<file path="config.mk">
export PLATFORM = sky130hd
export DESIGN_NAME = uart_tx_fifo_drain
export DESIGN_NICKNAME = d
export VERILOG_FILES = /design/src/rtl/uart_tx_fifo_drain.sv
export SDC_FILE = /design/constraint.sdc
export NUM_CORES = 1
export LEC_CHECK = 0
export ABC_AREA = 1
export CORE_MARGIN = 1
export CORE_UTILIZATION = 40
export CTS_CLUSTER_SIZE = 8
export DETAILED_ROUTE_END_ITERATION = 16
export HOLD_SLACK_MARGIN = 0.1
export MAX_ROUTING_LAYER = met4
export PLACE_DENSITY = 0.57
export SLEW_MARGIN = 20
export SYNTH_ARGS = -nofsm -noshare
export SYNTH_HDL_FRONTEND = slang
export SYNTH_SLANG_ARGS = --single-unit
</file>
<file path="constraint.sdc">
create_clock -name clk_i -period 5.65 [get_ports clk_i]
set_input_delay 1.695 -clock clk_i [delete_from_list [all_inputs] [get_ports clk_i]]
set_output_delay 1.695 -clock clk_i [all_outputs]
set_load 0.01 [all_outputs]
</file>
<file path="src/rtl/uart_tx_fifo_drain.sv">
// UART 8N1 transmitter that pops bytes from a TX FIFO and serializes them on tx_o.
// Define UART_TX_PARITY_EN to append an even-parity bit between data and stop.
module uart_tx_fifo_drain #(
    parameter int CLK_FREQ = 100_000_000,
    parameter int BAUD     = 9600
) (
    input  logic       clk_i,
    input  logic       rst_i,
    input  logic       tx_en_i,
    input  logic       fifo_empty_i,
    input  logic [7:0] fifo_pop_data_i,
    output logic       fifo_pop_o,
    output logic       tx_o,
    output logic       busy_o,
    output logic       tx_done_o
);
    localparam int BIT_CYCLES = CLK_FREQ / BAUD;
    localparam int CW = (BIT_CYCLES > 1) ? $clog2(BIT_CYCLES) : 1;
    localparam logic [CW-1:0] BAUD_LAST = CW'(BIT_CYCLES - 1);

    typedef enum logic [2:0] {
        S_IDLE,
        S_LOAD,
        S_START,
        S_DATA,
`ifdef UART_TX_PARITY_EN
        S_PARITY,
`endif
        S_STOP
    } state_t;

    state_t        state_q, state_d;
    logic [CW-1:0] baud_q, baud_d;
    logic [2:0]    bit_q, bit_d;
    logic [7:0]    data_q, data_d;
    logic          tx_q, tx_d;
    logic          pop_q, pop_d;
    logic          busy_q, busy_d;
    logic          done_q, done_d;
    logic          bit_end;

    assign bit_end = (baud_q == BAUD_LAST);

    always_ff @(posedge clk_i or posedge rst_i) begin
        if (rst_i) begin
            state_q <= S_IDLE;
            baud_q  <= '0;
            bit_q   <= '0;
            data_q  <= '0;
            tx_q    <= 1'b1;
            pop_q   <= 1'b0;
            busy_q  <= 1'b0;
            done_q  <= 1'b0;
        end else begin
            state_q <= state_d;
            baud_q  <= baud_d;
            bit_q   <= bit_d;
            data_q  <= data_d;
            tx_q    <= tx_d;
            pop_q   <= pop_d;
            busy_q  <= busy_d;
            done_q  <= done_d;
        end
    end

    always_comb begin
        state_d = state_q;
        baud_d  = baud_q;
        bit_d   = bit_q;
        data_d  = data_q;
        case (state_q)
            S_IDLE: begin
                baud_d = '0;
                bit_d  = '0;
                if (tx_en_i && !fifo_empty_i) state_d = S_LOAD;
            end
            // Capture on the same edge the FIFO advances its read pointer.
            S_LOAD: begin
                data_d  = fifo_pop_data_i;
                baud_d  = '0;
                state_d = S_START;
            end
            S_START: begin
                if (bit_end) begin
                    baud_d  = '0;
                    bit_d   = '0;
                    state_d = S_DATA;
                end else begin
                    baud_d = baud_q + CW'(1);
                end
            end
            S_DATA: begin
                if (bit_end) begin
                    baud_d = '0;
                    bit_d  = bit_q + 3'd1;
                    if (bit_q == 3'd7) begin
`ifdef UART_TX_PARITY_EN
                        state_d = S_PARITY;
`else
                        state_d = S_STOP;
`endif
                    end
                end else begin
                    baud_d = baud_q + CW'(1);
                end
            end
`ifdef UART_TX_PARITY_EN
            S_PARITY: begin
                if (bit_end) begin
                    baud_d  = '0;
                    state_d = S_STOP;
                end else begin
                    baud_d = baud_q + CW'(1);
                end
            end
`endif
            S_STOP: begin
                if (bit_end) begin
                    baud_d  = '0;
                    state_d = (tx_en_i && !fifo_empty_i) ? S_LOAD : S_IDLE;
                end else begin
                    baud_d = baud_q + CW'(1);
                end
            end
            default: state_d = S_IDLE;
        endcase
    end

    // Outputs are decoded from next-state values so the registered pins line up with the state.
    always_comb begin
        tx_d   = 1'b1;
        pop_d  = 1'b0;
        busy_d = (state_d != S_IDLE);
        done_d = 1'b0;
        case (state_d)
            S_LOAD:   pop_d = 1'b1;
            S_START:  tx_d  = 1'b0;
            S_DATA:   tx_d  = data_d[bit_d];
`ifdef UART_TX_PARITY_EN
            S_PARITY: tx_d  = ^data_d;
`endif
            S_STOP:   done_d = (baud_d == BAUD_LAST);
            default:  tx_d  = 1'b1;
        endcase
    end

    assign fifo_pop_o = pop_q;
    assign tx_o       = tx_q;
    assign busy_o     = busy_q;
    assign tx_done_o  = done_q;

endmodule
</file>
==> impl_metrics.csv <==
group,metric,value,unit
cts,cts_resized,0,
global_routing,grt_pass1_wl,7040,µm
synthesis,ys_async_sr_fraction,100,%
layout,area_delta_synth_final,15.3,%
worst_setup_path,endpoint_kind,"primary output",
route,vias_per_cell,4.57,
synthesis,synth-edff-count,0,
placement,dp_hpwl,2980,µm
sta,fmaxAchievable,331,MHz
synthesis,synth_top_family_by_area,"simple AND/OR/NAND/NOR gates",
sta,worstMarginPinSlew,0.421,ns
synthesis,postSynthNetCount,280,
synthesis,synth_area_leaders,"dfrtp_1 (39%), nand2_1 (13%), inv_1 (7.6%), nand3_1 (5.8%), nor2_1 (4.2%)",
sta,fin_skew,0.00701,ns
synthesis,yosysMostFrequentCell,"nand2_1",
worst_setup_path,slowest_delay,0.53,ns
synthesis,synth_mux_area_share,0,%
cts,cts_sinks,32,
synthesis,yosys.area_share.simple,36.8,%
power,power.leakage,1.19,nW
worst_setup_path,r2r-end,"tx_o$_DFF_PP1_",
die,die_w,72.4,µm
worst_setup_path,worstPathCellList,"clkdlybuf4s50_1",
synthesis,yosys.area.top_type,"dfrtp_1",
global_routing,first_global_vias,1518,
worst_setup_path,critical_path_arrival,1.33,ns
power,p_sw,95.5,µW
cts,clkTransAtPathRegs,0.07,ns
placement,gp_congestion,0.852,
die,io_pins,16,
synthesis,ys.warnings.count,0,
layout,drive_gt1_share,18.2,%
global_routing,use_met3,4.58,%
hold_path,hold_depth,2,
worst_setup_path,cp_top_family,"flip-flops",
die,start_util,41.7,%
synthesis,synth_xor_area_share,1.77,%
layout,antenna_cells,0,
worst_setup_path,start_kind,"register",
synthesis,syn_area,1980,µm²
die,rows,25,
die,core,4750,µm²
global_routing,grt-busiest-layer,"met2",
synthesis,synth_cell_types,30,
layout,finalNonFillerCells,352,
cts,cts_tree,"done",
route,routedWlPerCell,11.2,µm
synthesis,synth_seq_area_share,40.4,%
worst_setup_path,critPathSlowestCell,"dfstp_2",
route,drt-total-wl,3940,µm
sta,max-slew-margin-rel,71.9,%
synthesis,post-synth-top-area-fraction,39.1,%
worst_setup_path,r2r_slack,3.36,ns
power,pwr_density_cell,190,nW/µm²
die,die_h,72.4,µm
global_routing,grt_use_met2,27.6,%
power,pwr-share-comb,4.7,%
layout,fin_nets,300,
worst_setup_path,crit_buf_inv,1,
hold_path,holdPathEnd,"data_q[7]$_DFF_PP0_",
route,drt_iter0_drc,81,
hold_path,min_from,"data_q[7]$_DFF_PP0_",
worst_setup_path,r2r_cells,15,
global_routing,grt_max_degree,33,
cts,h-tree-depth,2,
worst_setup_path,criticalPathCategory,"register to primary output",
worst_setup_path,cp.depth,1,
route,drc,0,
synthesis,synthTopCellsByCount,"nand2_1 (70), inv_1 (40), dfrtp_1 (31)",
sta,setup_tns,0,ns
global_routing,grtUsageMet1,24.5,%
cts,cts_root_buffer,"clkbuf_8",
sta,grt_setup_unrepaired,"false",
worst_setup_path,required,3.95,ns
global_routing,overflow,0,
placement,dp.cells,344,
hold_path,hp-class,"register to register",
route,num_vias,1610,
sta,post-route-min-period,3.02,ns
route,antenna_left,0,
worst_setup_path,critPathMaxFanout,1,
power,p_sw_share,21.9,%
power,pwr-share-seq,53.5,%
route,dr.pass1.iters,5,
cts,ctsHoldBuffers,0,
power,power.internal,340,µW
sta,setup_viol,0,
cts,clk_latency,0.28,ns
cts,numCtsBuffers,5,
synthesis,syn_area_per_cell,7.52,µm²
sta,fin_crit_sh,53.5,%
synthesis,synth-adder-area-share,2.52,%
cts,postCtsSetupBuffers,0,
synthesis,synth_cells,264,
die,dieArea,5250,µm²
sta,finalHoldViolations,0,
synthesis,synth_compound_area_share,8.45,%
power,ir_worst_vdd,0.000110,V
power,pwr-share-clk,41.7,%
synthesis,synth_seq_cells,32,
global_routing,antenna_found_initial,0,
worst_setup_path,r2r_start,"baud_q[0]$_DFF_PP0_",
cts,clockBufferDepth,2,
global_routing,grt_use_total,18.5,%
placement,place.port_buffers,15,
synthesis,synth_top_flop_cell,"dfrtp_1",
outcome,status,"finished clean",
flow_run,drv_cap,0,
sta,drv_slew,0,
[area by class of cell]
type / count / area (µm²)
clock buffers: 6 / 82.6
clock inverters: 2 / 10.0
fillers: 496 / 2470
inverters: 45 / 169
multi-input cells: 184 / 983
flip-flops and latches: 32 / 802
well taps: 67 / 83.8
repair buffers: 16 / 158
[power groups by stage]
stage               Combinational, mW  Sequential [mW]  Clock [mW]
floorplan                      0.0107            0.237           0
global placement               0.0214            0.237           0
detailed placement             0.0214            0.237           0
CTS                            0.0214            0.233       0.188
global route                   0.0243            0.233       0.200
finish                         0.0207            0.233       0.182
[metrics by stage]
| stage | power, mW | util [%] | instance area, µm² | hold slack, ns | worst slack, ns |
|---|---|---|---|---|---|
| finish | 0.435 | 48.1 | 2290 | 0.468 | 2.63 |
| global route | 0.457 | 48.1 | 2290 | 0.483 | 2.58 |
| CTS | 0.442 | 48.1 | 2290 | 0.472 | 2.62 |
| detailed placement | 0.259 | 46.2 | 2200 | 0.456 | 2.62 |
| global placement | 0.259 | 46.2 | 2200 | 0.451 | 2.63 |
| floorplan | 0.248 | - | 1980 | 0.440 | 3.13 |
[placed cells by master, fill, tap and decap left out, types with 2 or more instances in the layout]
cell type,instances
o21ai_0,10
o21ai_1,2
dfrtp_1,31
nand2_4,3
o21bai_1,2
clkinv_2,2
nand2_2,11
ha_1,4
o21ai_2,5
clkdlybuf4s50_1,15
a21oi_1,2
nand3_1,23
nand2_1,70
clkbuf_8,6
nor2_2,9
nor2_4,3
nand3_2,3
nand4_1,3
inv_1,40
xor2_1,4
inv_2,5
nor2_1,22
[cell families (layout without fill, tap and decap cells)]
group | after synthesis | after routing
xor gates and xnor gates | 4 | 4
adders and majority gates | 4 | 4
and+or+nand+nor | 151 | 151
AOI/OAI and AO/OA | 25 | 25
DFF | 32 | 32
buffers and inverters | 48 | 69
[worst max-delay path by stage]
stage,start,to
after floorplan,tx_en_i,busy_o$_DFF_PP0_
after global placement,fifo_empty_i,tx_done_o$_DFF_PP0_
after detailed placement,fifo_empty_i,busy_o$_DFF_PP0_
after CTS,tx_o$_DFF_PP1_,tx_o
after global routing,tx_o$_DFF_PP1_,tx_o
final,tx_o$_DFF_PP1_,tx_o
[layer usage]
metal	vias up	wire length, µm
met3	4	118
met5	-	0
met1	714	1990
met4	0	36
li1	860	-
met2	32	1800
[registers in the layout, indices dropped and copies added, names as in the netlist]
signal,count
baud_q,14
bit_q,3
busy_o,1
data_q,8
fifo_pop_o,1
state_q,3
tx_done_o,1
tx_o,1
(Power assumes the default switching activity.)
